$ cat src/rtl/alu_exec_unit_pkg.sv
// Shared ALU operation encodings and FSM state type for the EX-stage execute unit.
// The aluCnt encodings must stay in sync with the ALU control decoder.
package alu_pkg;

  localparam logic [2:0] ALU_AND = 3'b000;
  localparam logic [2:0] ALU_OR  = 3'b001;
  localparam logic [2:0] ALU_ADD = 3'b010;
  localparam logic [2:0] ALU_MUL = 3'b011;
  localparam logic [2:0] ALU_NOR = 3'b100;
  localparam logic [2:0] ALU_XOR = 3'b101;
  localparam logic [2:0] ALU_SUB = 3'b110;
  localparam logic [2:0] ALU_SLT = 3'b111;

  typedef enum logic {
    ST_IDLE     = 1'b0,
    ST_MUL_BUSY = 1'b1
  } state_e;

endpackage

$ cat src/rtl/alu_exec_unit_if.sv
// Operand/result bus between the ID/EX pipeline and the execute unit.
// The overflow flag exists only when ALU_OVERFLOW_EN is defined.
interface alu_exec_unit_if #(parameter int WIDTH = 32);

  logic             in_valid;
  logic             in_ready;
  logic [2:0]       aluCnt;
  logic [WIDTH-1:0] a;
  logic [WIDTH-1:0] b;
  logic             stall;
  logic             out_valid;
  logic [WIDTH-1:0] result;
  logic             zero;
`ifdef ALU_OVERFLOW_EN
  logic             overflow;

  modport master (output in_valid, aluCnt, a, b,
                  input  in_ready, stall, out_valid, result, zero, overflow);
  modport slave  (input  in_valid, aluCnt, a, b,
                  output in_ready, stall, out_valid, result, zero, overflow);
`else
  modport master (output in_valid, aluCnt, a, b,
                  input  in_ready, stall, out_valid, result, zero);
  modport slave  (input  in_valid, aluCnt, a, b,
                  output in_ready, stall, out_valid, result, zero);
`endif

endinterface

$ cat src/rtl/alu_exec_unit_mul_iter.sv
// Iterative shift-add multiplier: one multiplier bit per cycle while run_i is high.
// done_o flags the WIDTH-th iteration; prod_o is the accumulator value that iteration produces.
module alu_mul_iter #(
  parameter int WIDTH = 32,
  parameter int CNT_W = 6
) (
  input  logic             clk,
  input  logic             rst_n,
  input  logic             start_i,
  input  logic             run_i,
  input  logic [WIDTH-1:0] a_i,
  input  logic [WIDTH-1:0] b_i,
  output logic             done_o,
  output logic [WIDTH-1:0] prod_o
);

  localparam logic [CNT_W-1:0] LAST_ITER = CNT_W'(WIDTH - 1);

  logic [WIDTH-1:0] mcand_q, mcand_d;
  logic [WIDTH-1:0] mplr_q,  mplr_d;
  logic [WIDTH-1:0] acc_q,   acc_d;
  logic [CNT_W-1:0] cnt_q,   cnt_d;
  logic [WIDTH-1:0] accSum;

  assign accSum = acc_q + (mplr_q[0] ? mcand_q : '0);

  always_comb begin
    mcand_d = mcand_q;
    mplr_d  = mplr_q;
    acc_d   = acc_q;
    cnt_d   = cnt_q;
    if (start_i) begin
      mcand_d = a_i;
      mplr_d  = b_i;
      acc_d   = '0;
      cnt_d   = '0;
    end else if (run_i) begin
      mcand_d = mcand_q << 1;
      mplr_d  = mplr_q >> 1;
      acc_d   = accSum;
      cnt_d   = cnt_q + CNT_W'(1);
    end
  end

  always_ff @(posedge clk or negedge rst_n) begin
    if (!rst_n) begin
      mcand_q <= '0;
      mplr_q  <= '0;
      acc_q   <= '0;
      cnt_q   <= '0;
    end else begin
      mcand_q <= mcand_d;
      mplr_q  <= mplr_d;
      acc_q   <= acc_d;
      cnt_q   <= cnt_d;
    end
  end

  assign done_o = run_i && (cnt_q == LAST_ITER);
  assign prod_o = accSum;

endmodule

$ cat src/rtl/alu_exec_unit.sv
// EX-stage execute unit: single-cycle logic/arith ops plus a WIDTH-cycle iterative MUL.
// Build option: define ALU_OVERFLOW_EN to add the registered signed-overflow flag.
module alu_exec_unit
  import alu_pkg::*;
#(
  parameter int WIDTH = 32,
  parameter int CNT_W = 6
) (
  input  logic           clk,
  input  logic           rst_n,
  alu_exec_unit_if.slave bus
);

  state_e           state_q, state_d;
  logic [WIDTH-1:0] result_q, result_d;
  logic             zero_q, zero_d;
  logic             outValid_q, outValid_d;
  logic             inReady, mulStart, mulRun, mulDone;
  logic [WIDTH-1:0] mulProd, sum, diff, opRes;
  logic             subOvf;
`ifdef ALU_OVERFLOW_EN
  logic             addOvf, opOvf, ovf_q, ovf_d;
`endif

  assign sum    = bus.a + bus.b;
  assign diff   = bus.a - bus.b;
  assign subOvf = (bus.a[WIDTH-1] != bus.b[WIDTH-1]) && (diff[WIDTH-1] != bus.a[WIDTH-1]);

  // SLT takes the sign of a-b corrected by overflow so it stays right across the wrap.
  always_comb begin
    opRes = '0;
    case (bus.aluCnt)
      ALU_AND: opRes = bus.a & bus.b;
      ALU_OR:  opRes = bus.a | bus.b;
      ALU_ADD: opRes = sum;
      ALU_SUB: opRes = diff;
      ALU_SLT: opRes = {{(WIDTH-1){1'b0}}, diff[WIDTH-1] ^ subOvf};
      ALU_NOR: opRes = ~(bus.a | bus.b);
      ALU_XOR: opRes = bus.a ^ bus.b;
      default: opRes = '0;
    endcase
  end

`ifdef ALU_OVERFLOW_EN
  assign addOvf = (bus.a[WIDTH-1] == bus.b[WIDTH-1]) && (sum[WIDTH-1] != bus.a[WIDTH-1]);
  assign opOvf  = (bus.aluCnt == ALU_ADD) ? addOvf :
                  (bus.aluCnt == ALU_SUB) ? subOvf : 1'b0;
`endif

  always_comb begin
    state_d    = state_q;
    inReady    = 1'b0;
    mulStart   = 1'b0;
    mulRun     = 1'b0;
    outValid_d = 1'b0;
    result_d   = result_q;
    zero_d     = zero_q;
`ifdef ALU_OVERFLOW_EN
    ovf_d      = ovf_q;
`endif
    case (state_q)
      ST_IDLE: begin
        inReady = 1'b1;
        if (bus.in_valid) begin
          if (bus.aluCnt == ALU_MUL) begin
            mulStart = 1'b1;
            state_d  = ST_MUL_BUSY;
          end else begin
            outValid_d = 1'b1;
            result_d   = opRes;
            zero_d     = (opRes == '0);
`ifdef ALU_OVERFLOW_EN
            ovf_d      = opOvf;
`endif
          end
        end
      end
      ST_MUL_BUSY: begin
        mulRun = 1'b1;
        if (mulDone) begin
          state_d    = ST_IDLE;
          outValid_d = 1'b1;
          result_d   = mulProd;
          zero_d     = (mulProd == '0);
`ifdef ALU_OVERFLOW_EN
          ovf_d      = 1'b0;
`endif
        end
      end
      default: state_d = ST_IDLE;
    endcase
  end

  always_ff @(posedge clk or negedge rst_n) begin
    if (!rst_n) begin
      state_q    <= ST_IDLE;
      result_q   <= '0;
      zero_q     <= 1'b0;
      outValid_q <= 1'b0;
`ifdef ALU_OVERFLOW_EN
      ovf_q      <= 1'b0;
`endif
    end else begin
      state_q    <= state_d;
      result_q   <= result_d;
      zero_q     <= zero_d;
      outValid_q <= outValid_d;
`ifdef ALU_OVERFLOW_EN
      ovf_q      <= ovf_d;
`endif
    end
  end

  alu_mul_iter #(.WIDTH(WIDTH), .CNT_W(CNT_W)) u_mul (
    .clk     (clk),
    .rst_n   (rst_n),
    .start_i (mulStart),
    .run_i   (mulRun),
    .a_i     (bus.a),
    .b_i     (bus.b),
    .done_o  (mulDone),
    .prod_o  (mulProd)
  );

  assign bus.in_ready  = inReady;
  assign bus.stall     = bus.in_valid && !inReady;
  assign bus.out_valid = outValid_q;
  assign bus.result    = result_q;
  assign bus.zero      = zero_q;
`ifdef ALU_OVERFLOW_EN
  assign bus.overflow  = ovf_q;
`endif

endmodule

$ cat src/flat_wrapper.sv
// flat-port wrapper written by rule: the top's interface ports become plain ports
module alu_exec_unit_flat import alu_pkg::*;
#(
  parameter int WIDTH = 32,
  parameter int CNT_W = 6
)
  (clk, rst_n, bus_in_valid, bus_aluCnt, bus_a, bus_b, bus_in_ready, bus_stall, bus_out_valid, bus_result, bus_zero);
  alu_exec_unit_if #(.WIDTH(WIDTH)) bus_i ();
  input  logic clk;
  input  logic rst_n;
  input wire logic [$bits(bus_i.in_valid)-1:0] bus_in_valid;
  input wire logic [$bits(bus_i.aluCnt)-1:0] bus_aluCnt;
  input wire logic [$bits(bus_i.a)-1:0] bus_a;
  input wire logic [$bits(bus_i.b)-1:0] bus_b;
  output wire logic [$bits(bus_i.in_ready)-1:0] bus_in_ready;
  output wire logic [$bits(bus_i.stall)-1:0] bus_stall;
  output wire logic [$bits(bus_i.out_valid)-1:0] bus_out_valid;
  output wire logic [$bits(bus_i.result)-1:0] bus_result;
  output wire logic [$bits(bus_i.zero)-1:0] bus_zero;
  assign bus_i.in_valid = bus_in_valid;
  assign bus_i.aluCnt = bus_aluCnt;
  assign bus_i.a = bus_a;
  assign bus_i.b = bus_b;
  assign bus_in_ready = bus_i.in_ready;
  assign bus_stall = bus_i.stall;
  assign bus_out_valid = bus_i.out_valid;
  assign bus_result = bus_i.result;
  assign bus_zero = bus_i.zero;
  alu_exec_unit #(.WIDTH(WIDTH), .CNT_W(CNT_W)) u_core (.clk(clk), .rst_n(rst_n), .bus(bus_i));
endmodule
$ cat config.mk
export PLATFORM = sky130hd
export DESIGN_NAME = alu_exec_unit_flat
export DESIGN_NICKNAME = d
export VERILOG_FILES = /design/src/rtl/alu_exec_unit_pkg.sv /design/src/rtl/alu_exec_unit_if.sv /design/src/rtl/alu_exec_unit_mul_iter.sv /design/src/rtl/alu_exec_unit.sv /design/src/flat_wrapper.sv
export SDC_FILE = /design/constraint.sdc
export NUM_CORES = 1
export LEC_CHECK = 0
export ABC_AREA = 1
export CAP_MARGIN = 30
export CORE_ASPECT_RATIO = 1.5
export CORE_MARGIN = 2
export CORE_UTILIZATION = 55
export DETAILED_ROUTE_END_ITERATION = 10
export PLACE_DENSITY = 0.85
export REMOVE_ABC_BUFFERS = 1
export SLEW_MARGIN = 20
export SYNTH_ARGS = -nofsm -noshare
export SYNTH_HDL_FRONTEND = slang
export SYNTH_SLANG_ARGS = --single-unit
$ cat constraint.sdc
create_clock -name clk -period 2.9 [get_ports clk]
set_clock_uncertainty 0.2 [all_clocks]
set_input_delay 0.58 -clock clk [delete_from_list [all_inputs] [get_ports clk]]
set_output_delay 0.58 -clock clk [all_outputs]
set_load 0.02 [all_outputs]
==> results of run 1 <==
[timing repair]
action,4_1_cts
hold buffers,1
endpoints found under the setup margin,31
resized for setup,501
buffers inserted,106
pin swaps,95
cloned,0
endpoints found under the hold margin,56
[Yosys cell counts, types with 17 or more instances]
cell | n | share of area (%)
nand2_1 | 733 | 18
inv_1 | 423 | 11
nand3_1 | 241 | 8.0
nor2_1 | 212 | 5.3
dfrtp_1 | 137 | 23
ha_1 | 133 | 11
a21oi_1 | 112 | 3.7
o221ai_1 | 65 | 3.8
o21ai_0 | 56 | 1.9
clkbuf_1 | 41 | 1.0
nand4_1 | 35 | 1.5
buf_4 | 25 | 1.2
a31oi_1 | 20 | 0.83
nor3_1 | 20 | 0.67
o22ai_1 | 17 | 0.71
[layer usage]
layer | track usage (%) | GRT overflow
met5 | 11.6 | 0
met4 | 79.8 | 42
met3 | 52.1 | 1
met2 | 94.7 | 40
met1 | 70.1 | 0
[logic make-up after synthesis]
group,count (synthesis),share of synthesized area [%]
AOI/OAI and AO/OA,327,14.2
xor gates and xnor gates,13,0.757
adders and majority gates,137,11.6
buffers and inverters,528,14.3
DFF,137,22.8
and+or+nand+nor,1295,36.4
[through the flow]
step	hold WS (ns)	instances	setup WS, ns	setup TNS (ns)
after floorplan	0.0844	2350	-2.68	-293.26
after global placement	0.280	3354	-1.81	-22.10
after detailed placement	0.288	3354	-1.79	-23.07
after CTS	0.255	3487	-0.583	-2.00
==> run summary, run 1 <==
Avg Inst Size Synth: 6.17 um2
Stopped at: 5_1_grt
Yosys cell types: 52
Chip Height: 206 um
Die W: 139 um
largest net degree at the start of global routing: 83
Top FF cell, synth: dfrtp_1
gpl congestion: 1.13
H-tree levels: 4
GRT worst endpoint: u_core.bus.zero$_DFFE_PN0P_/D
Final HPWL DP: 51.7 mm
number of enable flip-flop cells after synthesis: 0
Syn. warnings: 0
asr flop ratio synth: 100%
Num Clock Sinks: 137
Error: [ERROR GRT-0232] Routing congestion too high. Check the congestion heatmap in the GUI.
Initial Util: 55.6%
GRT Overall Usage: 72.9%
area post-placement: 20300 um2
Port Buffer Count: 105
CTS max path bufs: 2
Syn Inst Count: 2437
Netlist Area Pre-Place: 15000 um2
sequential fraction of the synthesis area: 22.8%
status: did not finish
num rows: 74
post-synthesis register bit count: 137
Worst EP Category: register input
CTS buffer count: 17
IO Count: 106
GRT overflow: 83
root buffer cell: clkbuf_16
==> run 2: changes to the inputs <==
Settings changed: CORE_ASPECT_RATIO 1.5 to unset, CORE_UTILIZATION 55 to 40, PLACE_DENSITY 0.85 to unset, PLACE_DENSITY_LB_ADDON set to 0.15.
Clock period 2.9 ns to 3.8 ns, I/O delays scaled along.
==> run 2 against run 1 <==
The run now ends clean. Synthesized area stayed put. Synthesized cell count stayed put.
==> run summary, run 2 <==
GRT Overall Usage: 33.2%
Wirelength per Cell: 19.0 um
first-pass GRT wire length: 97.8 mm
Reg2Reg Depth: 19
CTS tree: yes
fin nets: 3122
worst vdd ir: 0.340 mV
largest net degree at the start of global routing: 116
CTS max path bufs: 2
number of enable flip-flop cells after synthesis: 0
leading cell type in the layout, fill and taps excluded: nand2_1
GRT overflow: 0
root buffer cell: clkbuf_16
status: complete, no violations
Final ANT Viol Nets: 0
Netlist Area Pre-Place: 15000 um2
core area: 37300 um2
count leader, synth: nand2_1
Worst path max stage delay: 0.41 ns
top cells by count, synth: nand2_1, inv_1, nand3_1
Syn. warnings: 0
Chip Height: 198 um
Final HPWL DP: 52.6 mm
Sum Neg Setup Slack: 0 ns
Hold Fails Final Rpt: 0
Die W: 198 um
gpl congestion: 0.992
crit path kind: in2reg
Slew headroom: 62.6%
Initial DRC Count: 1257
fin crit period: 3.62 ns
fmax: 276 MHz
Arrival @ worst endpoint: 3.84 ns
CP max-delay cell: fa_2
Avg Inst Size Synth: 6.17 um2
clk_lat worst skew: 0.49 ns
sequential fraction of the synthesis area: 22.8%
Max Cap Viol: 0
Layout area overhead: 38.5%
die area: 39200 um2
Setup-failing EPs final: 0
Lkg Pwr: 0.0112 uW
Critical Path Sink Type: register
share of cells above drive strength 1: 25.2%
Syn Inst Count: 2437
worst min-delay path class: reg2reg
Hold Path Cell Cnt: 2
DRT Pass-1 Iters: 5
Top FF cell, synth: dfrtp_1
initial antenna violation count: 2
commonest non-fill, non-tap cells in the layout: nand2_1, buf_4, inv_1
Cell Pwr Density: 315 nW/um2
vias in the first global route: 17500
CTS buffer count: 17
Tcrit/Tclk final: 95.4%
total wire length: 64.5 mm
Pwr Total: 6550 uW
post-synthesis register bit count: 137
DRC Markers: 0
vias: 17800
IO Count: 106
Initial Util: 40.3%
Area contributors post-synth: dfrtp_1, nand2_1, ha_1
area share of the largest cell type after synthesis: 22.8%
CP Max Fanout: 4
Yosys cell types: 52
Num Clock Sinks: 137
num rows: 71
area leader, netlist: dfrtp_1
cell mode on critical path: nand2_1
H-tree levels: 4
Via density: 5.23
Worst-Margin Slew: 0.560 ns
clk slew on worst S/H paths: 0.07 ns
final slew viol count: 0
Port Buffer Count: 105
Crit path required time: 4.02 ns
CP startpoint kind: input port
asr flop ratio synth: 100%
run 2: report_power, final:
part           internal (uW)  switching, uW  total [uW]
clock                    887            860        1750
combinational           1250           1710        2960
sequential              1700            142        1840
total                   3840           2720        6550
run 2: final cells by class:
class                   count  area [um2]
flip-flops and latches    137        3430
diodes                      1        2.50
inverters                 441        1670
repair buffers            546        4360
fillers                  3771       16500
clock buffers              17         425
well taps                 474         593
multi-input cells        1772       10200
clock inverters            15         180
run 2: final timing paths:
path,endpoint,slack (ns),startpoint
max,u_core.bus.zero,0.18,bus_b[14]
min reg2reg,u_core.u_mul.acc_q[20],0.32,u_core.u_mul.acc_q[20]
min,u_core.u_mul.acc_q[20],0.32,u_core.u_mul.acc_q[20]
max reg2reg,u_core.bus.zero,0.28,u_core.u_mul.mplr_q[0]
min in group asynchronous,u_core.u_mul.mplr_q[5],0.47,rst_n
max in group asynchronous,u_core.u_mul.acc_q[29],2.01,rst_n
run 2: through the flow:
stage	std cells	area [um2]	util [%]	worst slack, ns	hold slack, ns
detailed placement	3336	19300	51.9	-1.02	0.285
global placement	3336	19300	51.9	-1.01	0.282
CTS	3387	20400	54.7	-0.0161	0.158
global route	3402	20800	55.8	-0.0390	0.341
finish	3403	20800	55.8	0.177	0.321
floorplan	2350	14500	-	-1.78	0.259
run 2: cell families (layout without fill, tap and decap cells):
family | count (synthesis) | after routing | synth area share (%)
simple gates | 1295 | 1295 | 36.4
buf+inv | 528 | 1019 | 14.3
compound gates | 327 | 327 | 14.2
fa+ha+maj | 137 | 137 | 11.6
flops | 137 | 137 | 22.8
xor+xnor | 13 | 13 | 0.757
other cells | 0 | 1 | 0
run 2: worst max-delay path: cells and delay by family:
| kind | cells | cell delay (ns) |
|---|---|---|
| buffers and inverters | 3 | 0.34 |
| and+or+nand+nor | 15 | 1.20 |
| adders and majority gates | 2 | 0.68 |
| AOI/OAI and AO/OA | 6 | 0.88 |
run 2: what timing repair did:
| action | CTS | global route |
|---|---|---|
| pin swaps | 19 | 56 |
| hold endpoints to repair | 0 | 14 |
| setup endpoints to repair | 3 | 8 |
| setup buffers | 20 | 13 |
| resized for setup | 90 | 250 |
| hold buffers | 0 | 1 |
| cloned | 0 | 0 |
run 2: routing by layer:
metal	wire (um)	vias up	global-route usage [%]	share of wire, %
met4	1760	2	9.61	2.7
li1	-	8806	-	-
met3	3550	100	5.20	5.5
met1	29500	8396	44.8	46
met5	13	-	0	0.020
met2	29700	478	54.7	46
No activity file was read; power rests on OpenSTA's default activity.
==> run 3: changes to the inputs <==
Settings changed: CORE_MARGIN 2 to unset.
==> run 3 against run 2 <==
Die area down 2.0%. Setup slack got worse by 0.080 ns. Routed wire length grew 1.6%. Core utilization is 0.96 points higher. Non-clock buffer count increased by 8. Critical path type unchanged. Critical endpoint is now u_core.bus.result[0]. Largest cell class unchanged.
==> run summary, run 3 (synthesis results as in run 2) <==
share of cells above drive strength 1: 25.4%
worst vdd ir: 0.300 mV
CP startpoint kind: input port
Initial Util: 40.9%
fin crit period: 3.70 ns
status: complete, no violations
CP Max Fanout: 8
DRT Pass-1 Iters: 6
Wirelength per Cell: 19.3 um
die area: 38400 um2
Setup-failing EPs final: 0
leading cell type in the layout, fill and taps excluded: nand2_1
CTS max path bufs: 2
Initial DRC Count: 1410
FF/Latch Area: 3430 um2
Arrival @ worst endpoint: 3.88 ns
num rows: 70
H-tree levels: 4
Final Util: 56.8%
Final HPWL DP: 52.7 mm
crit path kind: in2reg
placed cell count: 3318
Hold Fails Final Rpt: 0
Pwr Total: 6610 uW
largest net degree at the start of global routing: 125
Multi-input gate area: 10300 um2
clk_lat worst skew: 0.45 ns
Slew headroom: 45.1%
CP max-delay cell: ha_4
final slew viol count: 0
Via density: 5.28
Final ANT Viol Nets: 0
Crit path required time: 3.98 ns
Critical Path Sink Type: register
GRT overflow: 0
Worst-Margin Slew: 0.824 ns
Tcrit/Tclk final: 97.5%
DRC Markers: 0
crit-path leading delay family: buffers and inverters
fin nets: 3130
gpl congestion: 1.00
Num Clock Sinks: 137
cell mode on critical path: buf_4
first-pass GRT wire length: 98.9 mm
worst min-delay path class: in2async
Die W: 196 um
Lkg Pwr: 0.0112 uW
core area: 36800 um2
fillers: 3715
Cell Pwr Density: 317 nW/um2
vias in the first global route: 17300
Layout area overhead: 38.9%
Worst path max stage delay: 0.28 ns
fmax: 270 MHz
commonest non-fill, non-tap cells in the layout: nand2_1, buf_4, inv_1
Hold-fix buffers, CTS: 0
Chip Height: 196 um
IO Count: 106
vias: 18000
initial antenna violation count: 0
root buffer cell: clkbuf_16
Port Buffer Count: 105
Max Cap Viol: 0
clk slew on worst S/H paths: 0.08 ns
worst path bufs/invs: 9
total wire length: 65.6 mm
CTS buffer count: 17
CTS tree: yes
GRT Overall Usage: 34.1%
Post-Layout Cell Count: 3404
==> run 3: repair_timing <==
item / 4_1_cts / 5_1_grt
resized for setup: 176 / 177
buffers inserted: 39 / 15
pin swaps: 40 / 61
setup endpoints to repair: 3 / 10
==> run 3: final timing paths <==
path | start | to | slack, ns | cells past startpoint
setup / recovery | bus_b[18] | u_core.bus.result[0] | 0.1 | 25
hold / removal | rst_n | u_core.u_mul.mplr_q[11] | 0.08 | 1
setup reg to reg | u_core.u_mul.mplr_q[0] | u_core.bus.zero | 0.20 | 19
hold reg to reg | u_core.bus.result[0] | u_core.bus.result[0] | 0.30 | 1
max in group asynchronous | rst_n | u_core.u_mul.acc_q[17] | 2.47 | 2
min in group clk | u_core.bus.result[0] | u_core.bus.result[0] | 0.30 | 1
==> run 3: per-layer routing <==
layer / track usage [%] / up-vias / share of wire (%)
met1: 47.8 / 8534 / 46
met3: 3.42 / 80 / 5.8
met2: 55.3 / 553 / 46
met4: 9.84 / 0 / 2.5
met5: 0 / - / 0
li1: - / 8818 / -
==> run 3: area by class of cell <==
type / instances / area share, %
Antenna cell: 1 / 0.0120
Clock buffer: 17 / 2.04
Clock inverter: 14 / 0.815
Inverter: 441 / 7.99
Multi-Input combinational cell: 1772 / 49.1
Sequential cell: 137 / 16.4
Tap cell: 468 / 2.80
Timing Repair Buffer: 554 / 20.9
==> run 3: through the flow <==
| stage | hold WS (ns) | worst slack [ns] | TNS, ns | cell area [um2] |
|---|---|---|---|---|
| final | 0.0770 | 0.0962 | 0 | 20900 |
| after global routing | 0.155 | -0.0350 | -0.0496 | 20900 |
| after CTS | 0.134 | 0.000727 | 0 | 20600 |
| after detailed placement | 0.285 | -1.11 | -5.95 | 19300 |
| after global placement | 0.279 | -1.03 | -5.73 | 19300 |
| after floorplan | 0.259 | -1.78 | -170.14 | 14500 |
==> run 3: worst reg2reg max path, cell delays in order (launching register included) <==
cell and delay, ns:
dfrtp_1 0.42, buf_12 0.18, nand2_1 0.10, inv_1 0.05
ha_1 0.33, a21oi_1 0.30, inv_1 0.07, a21oi_1 0.18
nand2_1 0.19, nand2_1 0.12, nand2_1 0.15, nand2_1 0.10
nand2_1 0.09, nor2_1 0.11, nand4_1 0.16, nor3_1 0.27
nand4_1 0.25, nand2_1 0.13, nand2_1 0.05, nand2_1 0.07
==> run 3: power by group <==
part | total (uW) | switching [uW] | internal (uW)
Combinational | 2990 | 1740 | 1250
Sequential | 1840 | 136 | 1700
Clock | 1780 | 750 | 1030
